### config.mk
export PLATFORM = sky130hd
export DESIGN_NAME = int_ctrl
export DESIGN_NICKNAME = d
export VERILOG_FILES = /design/src/rtl/int_ctrl_pkg.sv /design/src/rtl/int_holdoff.sv /design/src/rtl/int_ctrl.sv
export SDC_FILE = /design/constraint.sdc
export NUM_CORES = 1
export LEC_CHECK = 0
export CAP_MARGIN = 10
export CORE_MARGIN = 4
export CORE_UTILIZATION = 45
export DETAILED_ROUTE_END_ITERATION = 8
export PLACE_DENSITY = 0.88
export REMOVE_ABC_BUFFERS = 1
export SLEW_MARGIN = 20
export SYNTH_ARGS = -nofsm -noshare
export SYNTH_HDL_FRONTEND = slang
export SYNTH_HIERARCHICAL = 1
export SYNTH_SLANG_ARGS = --single-unit
### constraint.sdc
create_clock -name clk -period 4.6 [get_ports clk]
set_input_delay 0.92 -clock clk [delete_from_list [all_inputs] [get_ports clk]]
set_output_delay 0.92 -clock clk [all_outputs]
set_load 0.02 [all_outputs]
### src/rtl/int_ctrl_pkg.sv
// int_ctrl shared constants: register offsets,
// CTRL field positions and bus direction encoding.
package int_ctrl_pkg;

  localparam logic [4:0] OFS_RAW  = 5'h00;
  localparam logic [4:0] OFS_PEND = 5'h04;
  localparam logic [4:0] OFS_MASK = 5'h08;
  localparam logic [4:0] OFS_STAT = 5'h0C;
  localparam logic [4:0] OFS_CTRL = 5'h10;

  localparam int GEN_BIT  = 0;
  localparam int HOLD_LSB = 8;
  localparam int HOLD_W   = 8;

  localparam logic RW_WRITE = 1'b1;

endpackage

### src/rtl/int_holdoff.sv
// Irq hold-off timer: reloads HOLD while idle,
// counts down to 0 while STAT is live, then fires.
module int_holdoff #(
  parameter int HOLD_W = 8
) (
  input  logic              clk,
  input  logic              rst,
  input  logic              gen,
  input  logic              active,
  input  logic [HOLD_W-1:0] hold,
  output logic              irq
);

  logic [HOLD_W-1:0] tmr;

  always_ff @(posedge clk or posedge rst) begin
    if (rst) begin
      tmr <= '0;
      irq <= 1'b0;
    end else begin
      if (!gen || !active) begin
        tmr <= hold;
      end else if (tmr != '0) begin
        tmr <= tmr - 1'b1;
      end
      irq <= gen && active && (tmr == '0);
    end
  end

endmodule

### src/rtl/int_ctrl.sv
// Interrupt aggregator: edge capture, W1C pend, mask,
// global enable, hold-off. Option: INT_CTRL_SYNC_EN.
module int_ctrl #(
  parameter int         N_SRC = 2,
  parameter logic [7:0] BASE  = 8'h00
) (
  input  logic             clk,
  input  logic             xrst,
  input  logic             cs,
  input  logic             rw,
  input  logic [7:0]       addr,
  input  logic [31:0]      wdata,
  output logic [31:0]      rdata,
  input  logic [N_SRC-1:0] int_src,
  output logic             irq
);

  import int_ctrl_pkg::*;

  logic [N_SRC-1:0]  src;
  logic [N_SRC-1:0]  src_d;
  logic [N_SRC-1:0]  rise;
  logic [N_SRC-1:0]  clr;
  logic [N_SRC-1:0]  pend;
  logic [N_SRC-1:0]  mask;
  logic [N_SRC-1:0]  stat;
  logic              run;
  logic              gen;
  logic [HOLD_W-1:0] hold;
  logic              hit;
  logic              wr_en;
  logic              rd_en;
  logic [4:0]        ofs;
  logic [31:0]       rd_val;
  logic              unused_ok;

`ifdef INT_CTRL_SYNC_EN
  logic [N_SRC-1:0] sync1;
  logic [N_SRC-1:0] sync2;

  always_ff @(posedge clk or posedge xrst) begin
    if (xrst) begin
      sync1 <= '0;
      sync2 <= '0;
    end else begin
      sync1 <= int_src;
      sync2 <= sync1;
    end
  end

  assign src = sync2;
`else
  assign src = int_src;
`endif

  assign hit   = cs && (addr[7:5] == BASE[7:5]);
  assign ofs   = addr[4:0];
  assign wr_en = hit && (rw == RW_WRITE);
  assign rd_en = cs && (rw != RW_WRITE);

  // run gates the first clock so a level already high
  // at reset release is not taken as an edge
  assign rise = src & ~src_d & {N_SRC{run}};
  assign clr  = (wr_en && ofs == OFS_PEND) ?
                wdata[N_SRC-1:0] : '0;
  assign stat = pend & mask;

  always_ff @(posedge clk or posedge xrst) begin
    if (xrst) begin
      src_d <= '0;
      run   <= 1'b0;
      pend  <= '0;
      mask  <= '0;
      gen   <= 1'b0;
      hold  <= '0;
    end else begin
      src_d <= src;
      run   <= 1'b1;
      pend  <= (pend & ~clr) | rise;
      if (wr_en && ofs == OFS_MASK) begin
        mask <= wdata[N_SRC-1:0];
      end
      if (wr_en && ofs == OFS_CTRL) begin
        gen  <= wdata[GEN_BIT];
        hold <= wdata[HOLD_LSB +: HOLD_W];
      end
    end
  end

  always_comb begin
    rd_val = '0;
    if (hit) begin
      case (ofs)
        OFS_RAW:  rd_val = 32'(src);
        OFS_PEND: rd_val = 32'(pend);
        OFS_MASK: rd_val = 32'(mask);
        OFS_STAT: rd_val = 32'(stat);
        OFS_CTRL: begin
          rd_val[GEN_BIT]            = gen;
          rd_val[HOLD_LSB +: HOLD_W] = hold;
        end
        default:  rd_val = '0;
      endcase
    end
  end

  always_ff @(posedge clk or posedge xrst) begin
    if (xrst) begin
      rdata <= '0;
    end else if (rd_en) begin
      rdata <= rd_val;
    end
  end

  int_holdoff #(
    .HOLD_W (HOLD_W)
  ) u_holdoff (
    .clk    (clk),
    .rst    (xrst),
    .gen    (gen),
    .active (stat != '0),
    .hold   (hold),
    .irq    (irq)
  );

  assign unused_ok = ^wdata;

endmodule

; ---- Yosys cells after proc, flatten, opt, wreduce, memory -nomap -nowiden
; Cells that the tools add are included.
[totals]
ff_bits = 57
input_bits = 46
[classes]
n_addsub = 1
n_eq_ne = 4
muxes = 7
n_bitwise = 8
n_reduce_logical = 17
[op_table]
columns = cell, count
row1 = 8-bit two-way mux, 3
row2 = 16-bit two-way mux, 1
row3 = "5-bit by 4-bit equality test with 1-bit output, second input constant", 2
row4 = 2-bit bitwise AND, 4
row5 = 1-bit logical AND, 8
row6 = 8-bit zero test, 1
row7 = 8-bit nonzero test, 1
row8 = "8-bit by 1-bit subtractor with 8-bit output, second input constant", 1
row9 = "5-bit by 3-bit equality test with 1-bit output, second input constant", 1
row10 = "5-bit equality test, second input constant", 1
row11 = 5-bit zero test, 1
row12 = 1-bit one-hot mux with 5 select lines, 1
row13 = 2-bit inverter, 2
row14 = 1-bit one-hot mux with 4 select lines, 1
row15 = 2-bit nonzero test, 2
row16 = 3-bit zero test, 1
row17 = 1-bit zero test, 2
row18 = 2-bit two-way mux, 1
row19 = 2-bit OR, 1
row20 = 1-bit logical OR, 1
row21 = 1-bit inverter, 1

; ---- Logic depth before layout (Yosys ltp)
[depth]
word_depth = 8
depth_mapped = 6
depth_no_buf = 5

; ---- Modules after synthesis
; Netlist, hierarchy kept.
[by_module_without_submodules]
columns = mod, n_inst, cells_per_inst, area_per_inst_um2, seq_area_each_um2
row1 = int_ctrl, 1, 106, 1302.5, 650.6
row2 = int_holdoff, 1, 59, 543.0, 225.2

; ---- Worst setup path after synthesis
; Ideal clock, no wire load.
[synth_path]
kind = input to register
startpoint = input addr[6]
endpoint = register gen
setup_ns = 0.125
arrival_ns = 1.942
slack_ns = 2.533
stages = 4
n_path_buf = 1
cell_sequence = nor4b_4 -> and4b_1 -> buf_6 -> mux2_2
[synth_via]
elab_chain_cells = 4
[synth_rtl]
columns = element, line
row1 = from (decl), int_ctrl.sv:11  ; input logic [7:0] addr,
row2 = 3-bit zero test, int_ctrl.sv:56  ; assign hit = cs && (addr[7:5] == BASE[7:5]);
row3 = 1-bit logical AND, int_ctrl.sv:56
row4 = 1-bit logical AND, int_ctrl.sv:58  ; assign wr_en = hit && (rw == RW_WRITE);
row5 = 1-bit logical AND, int_ctrl.sv:83  ; if (wr_en && ofs == OFS_CTRL) begin
row6 = to (signal assigned), int_ctrl.sv:84  ; gen <= wdata[GEN_BIT];
row7 = to (decl), int_ctrl.sv:28  ; logic gen;
; No other way between the ends.
; A chain may end at the register's enable or synchronous reset.

; ---- Worst setup path after layout
[layout_path]
startpoint = input addr[6]
endpoint = register hold[3]
[layout_via]
elab_chain_cells = 4
[layout_rtl]
columns = element, line
row1 = 3-bit zero test, int_ctrl.sv:56
row2 = 1-bit logical AND, int_ctrl.sv:56
row3 = 1-bit logical AND, int_ctrl.sv:58
row4 = 1-bit logical AND, int_ctrl.sv:83
row5 = to (signal assigned), int_ctrl.sv:85  ; hold <= wdata[HOLD_LSB +: HOLD_W];
row6 = to (decl), int_ctrl.sv:29  ; logic [HOLD_W-1:0] hold;
; No other way between the ends.

==> results.toml <==
[layout]
fin_area_um2 = 2207
mostFrequentLayoutCell = "dfrtp_1"
n_antenna_cell = 0
finish.net_count = 247
stdcell_count = 250
layout_common_cells = "dfrtp_1 (35), clkdlybuf4s50_1 (34), conb_1 (23)"
drive_gt1_share_pct = 13.50
syn_to_final_growth_pct = 19.59

[sta]
period_share_pct = 55.20
hold_viol = 0
rsz0062_at_grt = "no"
worst_slew_margin_rel_pct = 39.89
tightestPinTransition_ns = 0.8961
drv_slew = 0
finalSetupViolations = 0
finalCriticalPeriod_ns = 2.539
fin_tns_setup_ns = 0
max_freq_mhz = 393.8
fin_skew_ns = 0.004160

[routing]
drt_first_pass_iters = 4
routed_via_density = 5.376
drtIter0Drc = 39
drt_wl_total_mm = 3.704
ant_nets = 0
wl_per_cell_um = 14.82
drc = 0
via_count = 1344

[clock_network]
cts-resized-gates = 0
cts_buffer_depth = 2
cts_setup_buffers = 0
h-tree-depth = 2
clkSinkCount = 35
cts_tree = "yes"
hold_buffers = 0
clock_latency_ns = 0.28
clk_pin_slew_ns = 0.07
cts_root_buffer = "clkbuf_8"
cts_buffers = 5

[synth]
synth-seq-cells = 35
syn_area_per_cell_um2 = 11.18
synth-async-reset-ratio_pct = 100.0
synth_edf_count = 0
synth_flop_cell = "dfrtp_1"
seq_area_frac_synth_pct = 47.46
synth_cell_types = 47
synth_warnings = 6
synth.cell_area_um2 = 1846
synthCells = 165

[grt]
grt_pass1_vias = 1305
grt_overflow_total = 0
antenna_found_initial = 0
grt_max_degree = 27
grt_pass1_wl_mm = 6.058
track_usage_pct = 15.29

[power]
seqPwrFrac_pct = 52.2
internal_power_w = 0.0004549
pwr-share-clk_pct = 34.4
peakVddDrop_v = 0.0002239
p_sw_share_pct = 25.67
power_density_nw_per_um2 = 277.3
p_leak_nw = 1.023
p_switching_w = 0.0001571
comb_power_share_pct = 13.4

[setup_path]
max_stage_delay_ns = 0.54
cp.required_ns = 4.77
cp.arrival_ns = 2.71
start_kind = "input port"
path_cells = "clkdlybuf4s50_1 -> nor4b_4 -> and4b_1 -> mux2_2"
critPathSlowestCell = "and4b_1"
endpoint_kind = "flop"
critPathKind = "in2reg"
crit_fanout = 9

[floorplan]
num_rows = 23
die_w_um = 72.04
core_um2 = 3971
pin_count = 79
initial_core_util_pct = 46.47
die-area_um2 = 5190
fp.dieH_um = 72.04

[job]
cap_violations = 0

[outcome]
outcome = "finished, final reports clean"

[placed_design]
numPortBuffers = 34
placed_area_um2 = 2126
dp_cells = 242
gp_congestion = 0.8433
hpwl_mm = 2.773

[hold_path]
min_path_type = "reg2reg"
-- registers in the layout, summed over array words and instances (netlist names) --
| name | count |
|---|---|
| rdata | 10 |
| hold | 8 |
| u_holdoff/tmr | 8 |
| mask | 2 |
| pend | 2 |
| src_d | 2 |
| gen | 1 |
| run | 1 |
| u_holdoff/irq | 1 |
-- synthesized netlist by cell type, drive strengths merged (2+ instances only) --
| library cell | instances | share of area, % |
|---|---|---|
| xnor2 | 2 | 0.95 |
| or4 | 2 | 1.0 |
| nand4 | 3 | 1.0 |
| clkbuf | 3 | 0.68 |
| and4b | 2 | 1.2 |
| nand2 | 8 | 1.6 |
| nor4bb | 3 | 1.6 |
| buf | 25 | 10 |
| dfrtp | 35 | 47 |
| nand3 | 3 | 0.81 |
| mux2i | 3 | 1.6 |
| inv | 6 | 1.2 |
| nor3 | 2 | 0.54 |
| and3b | 3 | 1.5 |
| o21ai | 4 | 1.1 |
| mux2 | 11 | 6.7 |
| ha | 2 | 1.4 |
| conb | 2 | 0.41 |
| or3b | 2 | 0.95 |
| nor3b | 3 | 1.2 |
| a22o | 10 | 4.7 |
| o31ai | 3 | 1.2 |
| nor2 | 7 | 1.4 |
| a21oi | 2 | 0.54 |
| nor2b | 2 | 0.68 |
| or3 | 2 | 0.68 |
-- per-stage QoR --
step | total power, W | util, % | hold WS (ns) | setup WS (ns)
2_1_floorplan | 0.0003727 | - | 0.4103 | 2.440
3_3_place_gp | 0.0004049 | 53.53 | 0.4148 | 1.758
3_5_place_dp | 0.0004066 | 53.53 | 0.4572 | 1.744
4_1_cts | 0.0006177 | 55.58 | 0.4658 | 2.049
5_1_grt | 0.0006418 | 55.58 | 0.4854 | 1.972
6_report | 0.0006120 | 55.58 | 0.4770 | 2.061
-- power groups by stage --
stage               clock network (W)   logic, W  registers, W
floorplan                           0  0.0000491      0.000324
global placement                    0  0.0000800      0.000325
detailed placement                  0  0.0000814      0.000325
CTS                          0.000217  0.0000817      0.000319
global route                 0.000232  0.0000893      0.000320
finish                       0.000210  0.0000821      0.000320
-- cells by family (layout without fill, tap and decap cells) --
group,Yosys count,in the layout,share of synthesized area [%]
simple gates,47,47,16.95
flops,35,35,47.46
buf+inv,34,48,12.14
compound gates,29,29,12.41
mux,14,14,8.339
fa+ha+maj,2,2,1.356
other cells,2,23,0.4069
xor+xnor,2,2,0.9493
-- path summary, 6_finish.rpt --
check | slack (ns) | end | startpoint | cells past startpoint
max | 2.06 | hold[3]$_DFFE_PP0P_ | addr[6] | 4
min | 0.48 | pend[1]$_DFF_PP0_ | src_d[1]$_DFF_PP0_ | 1
max reg2reg | 2.78 | u_holdoff/tmr[7]$_DFFE_PP0N_ | u_holdoff/tmr[3]$_DFFE_PP0N_ | 3
min reg2reg | 0.48 | pend[1]$_DFF_PP0_ | src_d[1]$_DFF_PP0_ | 1
max in group asynchronous | 3.11 | rdata[12]$_DFFE_PP0P_ | xrst | 2
min in group asynchronous | 0.95 | u_holdoff/tmr[0]$_DFFE_PP0N_ | xrst | 2
-- cell type report --
type	count	area, um^2
Timing Repair Buffer	34	340.3
Clock buffer	7	76.32
Tap cell	50	62.56
Clock inverter	1	5.005
Fill cell	345	1764
Sequential cell	35	875.8
Multi-Input combinational cell	117	824.5
Inverter	6	22.52
-- layer usage --
layer	global-route usage, %	routed length (um)
met1	17.32	1450
met2	24.39	1884
met3	5.263	212
met4	10.23	157
met5	0	0
-- worst max-delay path, delay by kind of cell --
kind	cells	cell delay [ns]
AND/OR/NAND/NOR	2	0.96
buffers and inverters	1	0.44
multiplexers	1	0.39
(Power assumes the default switching activity.)
